<file path="src/rtl/display7seg_scan_if.sv">
// rtl/display7seg_scan_if.sv - load/ack handshake between controller core and display driver
interface display7seg_scan_if #(
  parameter int N_DIGITS = 4
);
  logic [4*N_DIGITS-1:0] Digits;
  logic [N_DIGITS-1:0]   Dp;
  logic                  Load;
  logic                  Ack;

  modport master (output Digits, output Dp, output Load, input Ack);
  modport slave  (input Digits, input Dp, input Load, output Ack);
endinterface

</file>
<file path="src/rtl/display7seg_scan.sv">
// rtl/display7seg_scan.sv - time-multiplexed common-anode 7-segment scanner with
// frame-aligned load commit, leading-zero blanking, blink and error override
module display7seg_scan #(
  parameter int N_DIGITS     = 4,
  parameter int SCAN_DIV     = 1000,
  parameter int GUARD        = 2,
  parameter int BLINK_FRAMES = 64
) (
  input  logic                  Clk,
  input  logic                  Rst,
  display7seg_scan_if.slave     load_bus,
  input  logic                  Lzb,
  input  logic                  Blink,
  input  logic                  ERRO,
  output logic [6:0]            SEGs,
  output logic                  SEG_P,
  output logic [N_DIGITS-1:0]   Dig
);
  localparam int PRE_W = $clog2(SCAN_DIV);
  localparam int IDX_W = $clog2(N_DIGITS);
  localparam int FRM_W = $clog2(BLINK_FRAMES + 1);
  localparam logic [PRE_W-1:0] PRE_LAST = PRE_W'(SCAN_DIV - 1);
  localparam logic [IDX_W-1:0] IDX_LAST = IDX_W'(N_DIGITS - 1);
  localparam logic [FRM_W-1:0] FRM_LAST = FRM_W'(BLINK_FRAMES - 1);

  logic [PRE_W-1:0]        pre;
  logic [IDX_W-1:0]        idx;
  logic [FRM_W-1:0]        frm;
  logic                    phase;
  logic                    pend;
  logic [4*N_DIGITS-1:0]   pend_digits;
  logic [N_DIGITS-1:0]     pend_dp;
  logic [4*N_DIGITS-1:0]   disp_digits;
  logic [N_DIGITS-1:0]     disp_dp;
  logic                    ack_q;

  logic                    slot_end;
  logic                    frame_end;
  logic                    commit;

  logic [3:0]              nib;
  logic                    dp_bit;
  logic                    seen_nz;
  logic [N_DIGITS-1:0]     lz_blank;
  logic                    blank_cur;
  logic                    lit;
  logic [6:0]              seg_next;
  logic                    segp_next;
  logic [N_DIGITS-1:0]     dig_next;

  function automatic logic [6:0] bcd_glyph(input logic [3:0] v);
    case (v)
      4'd0:    bcd_glyph = 7'h40;
      4'd1:    bcd_glyph = 7'h79;
      4'd2:    bcd_glyph = 7'h24;
      4'd3:    bcd_glyph = 7'h30;
      4'd4:    bcd_glyph = 7'h19;
      4'd5:    bcd_glyph = 7'h12;
      4'd6:    bcd_glyph = 7'h02;
      4'd7:    bcd_glyph = 7'h78;
      4'd8:    bcd_glyph = 7'h00;
      4'd9:    bcd_glyph = 7'h10;
      default: bcd_glyph = 7'h3F;
    endcase
  endfunction

  function automatic logic [6:0] err_glyph(input int d);
    case (d)
      0:       err_glyph = 7'h23;
      1:       err_glyph = 7'h2F;
      2:       err_glyph = 7'h2F;
      3:       err_glyph = 7'h06;
      default: err_glyph = 7'h7F;
    endcase
  endfunction

  assign slot_end  = (pre == PRE_LAST);
  assign frame_end = slot_end && (idx == IDX_LAST);
  assign commit    = frame_end && (pend || load_bus.Load);
  assign load_bus.Ack = ack_q;

  always_comb begin
    nib       = 4'd0;
    dp_bit    = 1'b0;
    seen_nz   = 1'b0;
    lz_blank  = '0;
    blank_cur = 1'b0;
    for (int i = 0; i < N_DIGITS; i++) begin
      if (idx == IDX_W'(i)) begin
        nib    = disp_digits[4*i +: 4];
        dp_bit = disp_dp[i];
      end
    end
    // Walk from the leftmost digit; digit 0 always stays lit.
    for (int i = N_DIGITS - 1; i > 0; i--) begin
      if (disp_digits[4*i +: 4] != 4'd0) seen_nz = 1'b1;
      lz_blank[i] = !seen_nz;
    end
    for (int i = 0; i < N_DIGITS; i++) begin
      if (idx == IDX_W'(i)) blank_cur = lz_blank[i];
    end

    lit = (int'(pre) >= GUARD) && !(Blink && !phase);
    if (ERRO) begin
      if (int'(idx) > 3) lit = 1'b0;
      seg_next  = err_glyph(int'(idx));
      segp_next = 1'b1;
    end else begin
      if (Lzb && blank_cur) lit = 1'b0;
      seg_next  = bcd_glyph(nib);
      segp_next = !dp_bit;
    end

    for (int i = 0; i < N_DIGITS; i++) begin
      dig_next[i] = !(lit && (idx == IDX_W'(i)));
    end
  end

  always_ff @(posedge Clk or negedge Rst) begin
    if (!Rst) begin
      pre         <= '0;
      idx         <= '0;
      frm         <= '0;
      phase       <= 1'b1;
      pend        <= 1'b0;
      pend_digits <= '0;
      pend_dp     <= '0;
      disp_digits <= '0;
      disp_dp     <= '0;
      ack_q       <= 1'b0;
      SEGs        <= 7'h7F;
      SEG_P       <= 1'b1;
      Dig         <= '1;
    end else begin
      pre <= slot_end ? '0 : pre + 1'b1;
      if (slot_end) idx <= frame_end ? '0 : idx + 1'b1;

      if (frame_end) begin
        if (frm == FRM_LAST) begin
          frm   <= '0;
          phase <= !phase;
        end else begin
          frm <= frm + 1'b1;
        end
      end

      if (load_bus.Load) begin
        pend_digits <= load_bus.Digits;
        pend_dp     <= load_bus.Dp;
      end

      // A Load in the boundary cycle bypasses the pending copy.
      if (commit) begin
        disp_digits <= load_bus.Load ? load_bus.Digits : pend_digits;
        disp_dp     <= load_bus.Load ? load_bus.Dp     : pend_dp;
        pend        <= 1'b0;
      end else if (load_bus.Load) begin
        pend <= 1'b1;
      end

      ack_q <= commit;
      SEGs  <= seg_next;
      SEG_P <= segp_next;
      Dig   <= dig_next;
    end
  end
endmodule

</file>
<file path="src/flat_wrapper.sv">
// flat-port wrapper written by rule: the top's interface ports become plain ports
module display7seg_scan_flat 
#(
  parameter int N_DIGITS     = 4,
  parameter int SCAN_DIV     = 1000,
  parameter int GUARD        = 2,
  parameter int BLINK_FRAMES = 64
)
  (Clk, Rst, Lzb, Blink, ERRO, SEGs, SEG_P, Dig, load_bus_Digits, load_bus_Dp, load_bus_Load, load_bus_Ack);
  display7seg_scan_if #(.N_DIGITS(N_DIGITS)) load_bus_i ();
  input  logic Clk;
  input  logic Rst;
  input  logic Lzb;
  input  logic Blink;
  input  logic ERRO;
  output logic [6:0] SEGs;
  output logic SEG_P;
  output logic [N_DIGITS-1:0] Dig;
  input wire logic [$bits(load_bus_i.Digits)-1:0] load_bus_Digits;
  input wire logic [$bits(load_bus_i.Dp)-1:0] load_bus_Dp;
  input wire logic [$bits(load_bus_i.Load)-1:0] load_bus_Load;
  output wire logic [$bits(load_bus_i.Ack)-1:0] load_bus_Ack;
  assign load_bus_i.Digits = load_bus_Digits;
  assign load_bus_i.Dp = load_bus_Dp;
  assign load_bus_i.Load = load_bus_Load;
  assign load_bus_Ack = load_bus_i.Ack;
  display7seg_scan #(.N_DIGITS(N_DIGITS), .SCAN_DIV(SCAN_DIV), .GUARD(GUARD), .BLINK_FRAMES(BLINK_FRAMES)) u_core (.Clk(Clk), .Rst(Rst), .load_bus(load_bus_i), .Lzb(Lzb), .Blink(Blink), .ERRO(ERRO), .SEGs(SEGs), .SEG_P(SEG_P), .Dig(Dig));
endmodule
</file>
<file path="config.mk">
export PLATFORM = sky130hd
export DESIGN_NAME = display7seg_scan_flat
export DESIGN_NICKNAME = d
export VERILOG_FILES = /design/src/rtl/display7seg_scan_if.sv /design/src/rtl/display7seg_scan.sv /design/src/flat_wrapper.sv
export SDC_FILE = /design/constraint.sdc
export NUM_CORES = 1
export LEC_CHECK = 0
export CORE_UTILIZATION = 50
export CTS_CLUSTER_DIAMETER = 150
export DETAILED_ROUTE_END_ITERATION = 8
export PLACE_DENSITY = 0.7
export SETUP_SLACK_MARGIN = 0.3
export SLEW_MARGIN = 20
export SYNTH_ARGS = -nofsm -noshare
export SYNTH_HDL_FRONTEND = slang
export SYNTH_SLANG_ARGS = --single-unit
</file>
<file path="constraint.sdc">
create_clock -name Clk -period 4.5 [get_ports Clk]
set_input_delay 0.9 -clock Clk [delete_from_list [all_inputs] [get_ports Clk]]
set_output_delay 0.9 -clock Clk [all_outputs]
set_load 0.05 [all_outputs]
</file>
==> Yosys cells after proc, flatten, opt, wreduce, memory -nomap -nowiden <==
Memory sizes are Yosys's and may differ from the RTL's.
Index checks and enable logic that the tools add are counted.
{ "classes": {"add_sub_neg": 3, "magnitude_cmp": 1, "eq_ne": 5, "muxes": 26, "n_reduce_logical": 27} }
{ "ops": {"columns": ["op", "count"], "rows": [
  ["one-hot mux 7 bit (3 select lines)", 1],
  ["2-to-1 mux 4 bit", 5],
  ["2-to-1 mux 16 bit", 1],
  ["2-to-1 mux 1 bit", 15],
  ["2-to-1 mux 7 bit", 2],
  ["nonzero test 4 bit", 3],
  ["adder 10 x 1 -> 10 bit (second input constant)", 1],
  ["== test 10 bit (second input constant)", 1],
  ["greater-or-equal comparator 10 x 2 -> 1 bit (second input constant)", 1],
  ["zero test 1 bit", 10],
  ["2-to-1 mux 10 bit", 1],
  ["logical AND 1 bit", 9],
  ["adder 7 x 1 -> 7 bit (second input constant)", 1],
  ["== test 7 x 6 -> 1 bit (second input constant)", 1],
  ["== test 2 bit (second input constant)", 2],
  ["adder 2 x 1 -> 2 bit (second input constant)", 1],
  ["== test 2 x 1 -> 1 bit (second input constant)", 1],
  ["zero test 2 bit", 1],
  ["2-to-1 mux 2 bit", 1],
  ["AND reduction 2 bit", 1],
  ["nonzero test 2 bit", 1],
  ["OR reduction 2 bit", 1],
  ["logical OR 1 bit", 1]
]} }
{ "totals": {"ff_bits": 74, "mem_bits_ro": 112, "in_bits": 26, "output_inout_bits": 13, "word_cells": 76, "mem_count": 1} }
{ "memory_table": {"columns": ["memory", "depth", "word_bits", "read_ports", "rd_ports_with_merged_regs", "wr", "line_no", "text"], "rows": [
  ["(no name shown)", 16, 7, 1, 0, 0, "display7seg_scan.sv:52", "case (v)"]
]} }

==> Logic depth before layout (Yosys ltp) <==
Gate-level depths: netlist (run 1).
{ "depth": {"word_depth": 13, "mapped_depth": 11} }

==> Worst setup path after synthesis (run 1) <==
No wires, ideal clock.
{ "synth_path": {"path_type": "register to register", "startpoint": "register u_core.idx[1]", "endpoint": "register u_core.SEGs[5]", "setup_time_ns": 0.111, "t_arrival_ns": 1.927, "t_required_ns": 4.389, "slack_ns": 2.462, "stages_incl_launch_ff": 10, "n_path_buf": 1, "period_less_slack_ns": 2.038, "path_cell_list": "dfrtp_1 inv_1 ha_1 buf_2 nand3b_1 a31oi_1 inv_1 ha_1 nand2b_1 o311ai_0"} }
{ "synth_via": {"elab_chain_cells": 7} }
{ "synth_lines": {"columns": ["item", "line_no", "text"], "rows": [
  ["start: declaration", "display7seg_scan.sv:27", "logic [IDX_W-1:0] idx;"],
  ["start signal: assignment", "display7seg_scan.sv:136", "if (slot_end) idx <= frame_end ? '0 : idx + 1'b1;"],
  ["zero test 2 bit", "display7seg_scan.sv:68, display7seg_scan.sv:89", null],
  ["2-to-1 mux 4 bit (4 in series)", "display7seg_scan.sv:89", "if (idx == IDX_W'(i)) begin"],
  ["memory read (16 x 7 bit)", null, null],
  ["2-to-1 mux 7 bit *", "display7seg_scan.sv:104", "if (ERRO) begin"],
  ["via u_core.seg_next[5]", "display7seg_scan.sv:47", "logic [6:0] seg_next;"],
  ["end signal: assignment", "display7seg_scan.sv:162", "SEGs <= seg_next;"],
  ["end: declaration", "display7seg_scan.sv:15", "output logic [6:0] SEGs,"]
]} }
The timed path passes the listed nets; every way through them passes the cells marked *. The select of a mux whose other input is x is not followed.
A chain may end at the register's enable or synchronous reset.

==> Worst setup path in the final report (run 1) <==
{ "layout_path": {"startpoint": "register u_core.pre[1]", "endpoint": "register u_core.disp_digits[15]"} }
{ "layout_via": {"elab_chain_cells": 3} }
{ "layout_lines": {"columns": ["item", "line_no", "text"], "rows": [
  ["start: declaration", "display7seg_scan.sv:26", "logic [PRE_W-1:0] pre;"],
  ["start signal: assignment", "display7seg_scan.sv:135", "pre <= slot_end ? '0 : pre + 1'b1;"],
  ["== test 10 bit", "display7seg_scan.sv:77", "assign slot_end = (pre == PRE_LAST);"],
  ["logical AND 1 bit", "display7seg_scan.sv:78", "assign frame_end = slot_end && (idx == IDX_LAST);"],
  ["logical AND 1 bit", "display7seg_scan.sv:79", "assign commit = frame_end && (pend || load_bus.Load);"],
  ["end signal: assignment", "display7seg_scan.sv:154", "disp_digits <= load_bus.Load ? load_bus.Digits : pend_digits;"],
  ["end: declaration", "display7seg_scan.sv:33", "logic [4*N_DIGITS-1:0] disp_digits;"]
]} }
No other way between the ends.

==> results of run 1 <==
[cell usage after synthesis, drive strengths merged, types with 2 or more instances]
| library cell | n |
|---|---|
| a21oi | 7 |
| nand2b | 3 |
| nand4 | 2 |
| nor3b | 4 |
| o21ai | 15 |
| dfrtp | 61 |
| clkbuf | 4 |
| a211oi | 3 |
| nand3b | 4 |
| nand3 | 7 |
| mux2 | 40 |
| nand2 | 28 |
| inv | 9 |
| nor2b | 2 |
| nor4 | 4 |
| a21o | 2 |
| o211ai | 4 |
| dfstp | 13 |
| nor2 | 20 |
| nor3 | 3 |
| buf | 7 |
| a31oi | 2 |
| or3 | 3 |
| o21a | 2 |
| and3 | 2 |
| xnor2 | 5 |
| ha | 14 |
| xor2 | 3 |
[cells by family after synthesis]
family / count (synthesis) / synth area share, %
simple gates: 85 / 13.1
compound gates: 44 / 8.32
buf+inv: 20 / 2.83
xor+xnor: 8 / 2.06
mux: 41 / 13.5
flops: 74 / 55.0
fa+ha+maj: 14 / 5.15
[per-layer routing]
metal  share of wire (%)  vias to the layer above  track usage, %  wire (um)
met5                   0                        -               0          0
met1                  48                     1132            26.1       2910
met4                 1.9                        0            7.86        115
li1                    -                     1084               -          -
met2                  46                       42            29.1       2820
met3                 4.4                       10            4.92        267
[metrics by stage]
stage	hold WS, ns	instance area, um2
2_1_floorplan	0.437	3400
3_3_place_gp	0.468	3830
3_5_place_dp	0.464	3830
4_1_cts	0.478	4080
5_1_grt	0.497	4080
6_report	0.478	4080
[state kept, by name, summed over array words and instances (netlist names)]
register             count
u_core.pre              10
u_core.pend_dp           4
u_core.frm               7
u_core.pend              1
u_core.Dig               4
u_core.load_bus.Ack      1
u_core.phase             1
u_core.idx               2
u_core.disp_dp           4
u_core.pend_digits      16
u_core.SEG_P             1
u_core.disp_digits      16
u_core.SEGs              7
[final cells by class]
cell class,instances,share of cell area (%)
flip-flops and latches,74,45.8
multi-input cells,192,35.1
repair buffers,41,9.75
clock buffers,10,3.37
clock inverters,6,2.79
well taps,77,2.36
inverters,9,0.828
[placed cells by master, fill, tap and decap left out, drive strengths merged, types with 5 or more instances in the layout]
master,n
xnor2,5
mux2,40
o21ai,15
dfrtp,61
nand2,28
clkbuf,10
clkdlybuf4s50,37
ha,14
nand3,7
inv,9
a21oi,7
nor2,20
dfstp,13
[worst min-delay path by stage]
stage / end / depth (start not counted) / slack [ns]
floorplan: u_core.frm[5] / 1 / 0.44
global placement: u_core.frm[5] / 1 / 0.47
detailed placement: u_core.frm[5] / 1 / 0.46
CTS: u_core.frm[4] / 1 / 0.48
global route: u_core.frm[5] / 1 / 0.50
finish: u_core.frm[4] / 1 / 0.48
[power breakdown]
part,total [mW],internal (mW),switching (mW)
Combinational,0.122,0.0574,0.0649
Sequential,0.709,0.698,0.0104
Clock,0.640,0.384,0.256
Total,1.47,1.14,0.331
[critical path, cell delays in order, from the launching register on]
cell,delay (ns)
dfrtp_1,0.40
ha_1,0.25
nand4_2,0.14
nor4_4,0.57
nand2_2,0.23
nor2_4,0.51
mux2_1,0.39
==> flow_summary.yaml, run 1 <==
floorplan:
  chipWidth_um: 84.4
  floorplan.initialDensity_pct: 52.6
  core_area_mm2: 0.00646
  chipHeight_um: 84.4
  num_rows: 29
  area_enclosed_by_the_die_boundary_mm2: 0.00713
  ioPinCount: 39
cells_and_area:
  layout.cells.non_filler: 409
  final_core_utilization_pct: 63.2
  layout.area.seq_mm2: 0.00187
  num_antenna_cells: 0
  share_of_post_route_cells_with_drive_strength_above_1_pct: 17.8
  fillers: 525
  area_of_the_multi_input_gates_mm2: 0.00143
  areaGrowthSynthToFinish_pct: 20.1
  final_net_count: 367
power:
  p_leak_nw: 1.81
  worst_voltage_drop_across_the_vdd_grid_mv: 0.192
  power-per-cell-area_mw_per_mm2: 360
  report.power.total_mw: 1.47
synth:
  synth.ff_latch_count: 74
  yosysUniqueCellTypes: 47
  syn_avg_cell_area_um2: 11.9
  synth.cell_area_mm2: 0.00340
  ys_async_sr_fraction_pct: 100
  most_area_hungry_cell_type_in_the_yosys_netlist: "dfrtp_1"
  synth_fp_nets: 326
  synth_edf_count: 0
  yosysWarningCount: 0
  synth_ff_type: "dfrtp_1"
  synthCells: 286
  synth.area.top_cells: "dfrtp_1 (45%), dfstp_2 (10%), mux2_2 (7.0%)"
  synth_seq_area_share_pct: 55.0
  synthDominantCellAreaShare_pct: 44.9
cts:
  path_clk_slew_ns: 0.08
  worst_skew_pair.late_latency_ns: 0.36
  htree_num_levels: 3
  numClockSinks: 74
  cts_max_path_buffers: 2
  cts-buffers-inserted: 9
  cts.repair.resized: 0
  cts_setup_buffers: 0
  tritoncts: "yes"
  clock-root-buffer: "clkbuf_8"
  post_cts_hold_buffer_count: 0
critical_path:
  cp.required_ns: 4.74
  critical_path.reg2reg.startpoint: "u_core.pre[1]"
  timing.rr.end: "u_core.disp_digits[15]"
  timing.critical_path.arrival_ns: 2.85
  r2r_cells: 6
  cp_max_fo: 21
  critical_path_class: "reg2reg"
  timing.critical_path.to: "u_core.disp_digits[15]"
  reg2reg_slack_ns: 1.89
  setup_crit_end_kind: "register"
  setup.worst_path.start_class: "register"
  critical_path.startpoint: "u_core.pre[1]"
timing:
  finalCritPeriodShare_pct: 58.0
  timing_worst_slew_pin_value_ns: 0.622
  final-setup-viol-count: 0
  grt_setup_unrepaired: "false"
  worst_slew_margin_rel_pct: 58.2
  final.min_clock_period_ns: 2.61
  post-route-worst-setup-slack_ns: 1.89
  hold_violations: 0
  fin_setup_tns_ns: 0
  fmax_ghz: 0.383
  maxSlewViolCount: 0
  clock_skew_ns: 0.00787
detailed_routing:
  drcViolationCount: 3
  first_pass_iters: 6
  drt_first_iter_violations: 154
  wl_per_cell_um: 14.9
  antenna_violation_net_count_after_detailed_routing: 0
  routed_wirelength_um: 6110
  viasPerCell: 5.55
  via_count_of_the_routed_design: 2268
placement:
  placement.setup.worst_slack_ns: 1.66
  dp.cells: 393
  finalWeightedCongestion: 0.859
  portBuffers: 38
  dp_hpwl_um: 4340
flow_run:
  maxCapViolCount: 0
global_route:
  grt_pass1_vias: 2195
  grt.overflow.total: 0
  grt_usage_pct: 19.0
  grt_antenna_before_repair: 0
  grt_start_max_net_pins: 36
  grt_first_pass_wirelength_um: 10500
outcome:
  run_status: "finished, violations left"
  violations: "design-rule violations"
min_path:
  hold_path.class: "in2async"
Note: power is estimated with default switching activity, not from simulation.
==> run 2: changes to the inputs <==
Settings changed: PLACE_DENSITY 0.7 to 0.73.
Clock period 4.5 ns to 2.3 ns, I/O delays scaled along.
==> run 2 against run 1 <==
  * The run still ends with design-rule violations left
  * Sequential cell count is the same
  * Total power rose by 79%
  * Non-clock buffer count rose by 18
  * Sequential power increased by 96%
  * Combinational power increased by 110%
  * Wire length up 11%
  * Worst setup slack lost 1.6 ns
  * First-iteration DRC count up 12%
  * Clock power increased by 54%
  * Register-to-register slack worse by 1.6 ns
  * Largest cell class unchanged
==> flow_summary.yaml, run 2 (synthesis gave the netlist of run 1 again) <==
outcome:
  run_status: "finished, violations left"
  violations: "design-rule violations"
placement:
  dp_hpwl_um: 4500
  finalWeightedCongestion: 0.869
  postPlaceCellArea_mm2: 0.00389
  placement.setup.worst_slack_ns: 0.0447
  dp.cells: 395
  portBuffers: 38
timing:
  post-route-worst-setup-slack_ns: 0.320
  timing_worst_slew_pin_value_ns: 0.536
  grt_setup_unrepaired: "true"
  final.min_clock_period_ns: 1.98
  fin_setup_tns_ns: 0
  clock_skew_ns: 0.00934
  hold_violations: 0
  finalCritPeriodShare_pct: 86.1
  final-setup-viol-count: 0
  maxSlewViolCount: 0
  fmax_ghz: 0.505
  worst_slew_margin_rel_pct: 64.1
  fin_worst_hold_slack_ns: 0.122
floorplan:
  ioPinCount: 39
  chipHeight_um: 84.4
  floorplan.initialDensity_pct: 52.6
  core_area_mm2: 0.00646
  area_enclosed_by_the_die_boundary_mm2: 0.00713
  num_rows: 29
  chipWidth_um: 84.4
cells_and_area:
  mostFrequentLayoutCell: "dfrtp_1"
  layout.cells.most_common_list: "dfrtp_1 (60), nand2_1 (25), clkdlybuf4s50_1 (25), mux2_2 (21), mux2_1 (19)"
  layout.cells.non_filler: 426
  num_antenna_cells: 0
  final_net_count: 385
  reg.largest.list: "u_core.disp_digits x16, u_core.pend_digits x16, u_core.pre x10"
  share_of_post_route_cells_with_drive_strength_above_1_pct: 30.1
  final_core_utilization_pct: 67.2
  finish.instance_area_mm2: 0.00434
  areaGrowthSynthToFinish_pct: 27.7
cts:
  worst_skew_pair.late_latency_ns: 0.34
  cts_max_path_buffers: 2
  path_clk_slew_ns: 0.08
  cts-buffers-inserted: 9
  post_cts_hold_buffer_count: 0
  tritoncts: "yes"
  numClockSinks: 74
  htree_num_levels: 3
  clock-root-buffer: "clkbuf_8"
critical_path:
  cp_max_fo: 7
  critical_path.startpoint: "u_core.idx[1]"
  setup.worst_path.start_class: "register"
  critical_path_class: "reg2reg"
  r2r_cells: 8
  setup_crit_end_kind: "register"
  timing.rr.end: "u_core.SEGs[4]"
  timing.critical_path.arrival_ns: 2.23
  reg2reg_slack_ns: 0.32
  cp.required_ns: 2.55
  critical_path.reg2reg.startpoint: "u_core.idx[1]"
global_route:
  grt_antenna_before_repair: 0
  grt_start_max_net_pins: 75
  met3_usage_pct: 5.31
  globalRouteMet1Util_pct: 28.7
  grt_first_pass_wirelength_um: 11300
  grt_pass1_vias: 2302
  grt_util_met2_pct: 32.1
  grt_busiest_layer: "met2"
  grt.overflow.total: 0
  grt_usage_pct: 20.8
detailed_routing:
  first_pass_iters: 6
  antenna_violation_net_count_after_detailed_routing: 0
  drt_first_iter_violations: 172
  viasPerCell: 5.51
  via_count_of_the_routed_design: 2347
  drcViolationCount: 3
  wl_per_cell_um: 15.9
  routed_wirelength_um: 6790
power:
  seq_power_share_pct: 52.8
  clock_power_share_pct: 37.5
  net-switching-power_mw: 0.624
  power_switching_share_pct: 23.7
  power-per-cell-area_mw_per_mm2: 606
  combPwrFrac_pct: 9.8
  report.power.total_mw: 2.63
  power_internal_mw: 2.01
  worst_voltage_drop_across_the_vdd_grid_mv: 0.399
  p_leak_nw: 1.91
min_path:
  hold_path.class: "in2async"
flow_run:
  maxCapViolCount: 0
-- run 2: worst max-delay path, cell delays in order (launching register included) --
cell and delay, ns:
dfrtp_1 0.42, buf_4 0.16, ha_4 0.19, nor3b_2 0.16, a311o_2 0.42, buf_4 0.16
nor2_1 0.10, a211oi_1 0.06, a311oi_1 0.22
-- run 2: routing by layer --
layer	wire length [um]	part of all wire [%]	up-vias
met5	0	0	-
met4	104	1.5	0
met3	289	4.3	14
met2	3300	49	52
met1	3100	46	1160
li1	-	-	1121
-- run 2: final cells by class --
class / count / area, um2
clock buffers: 10 / 138
clock inverters: 5 / 55.1
fillers: 492 / 2120
inverters: 9 / 36.3
multi-input cells: 192 / 1580
flip-flops and latches: 74 / 1870
well taps: 77 / 96.3
repair buffers: 59 / 561
-- run 2: worst max path at each step --
stage,end,cells past startpoint
6_report,u_core.SEGs[4],8
5_1_grt,u_core.SEGs[3],9
4_1_cts,u_core.SEGs[5],7
3_5_place_dp,u_core.SEGs[5],9
3_3_place_gp,u_core.SEGs[5],8
2_1_floorplan,u_core.SEGs[5],9
-- run 2: what timing repair did --
item                       4_1_cts  5_1_grt
setup endpoints to repair       39       27
buffers inserted                 6       10
pin swaps                        2       14
gates resized for setup         27       27
-- run 2: power groups by stage --
stage / registers (mW) / clock network (mW) / logic [mW]
after detailed placement: 1.41 / 0 / 0.249
after global routing: 1.39 / 1.07 / 0.280
after CTS: 1.39 / 1.01 / 0.247
final: 1.39 / 0.985 / 0.257
after global placement: 1.41 / 0 / 0.244
after floorplan: 1.45 / 0 / 0.0915
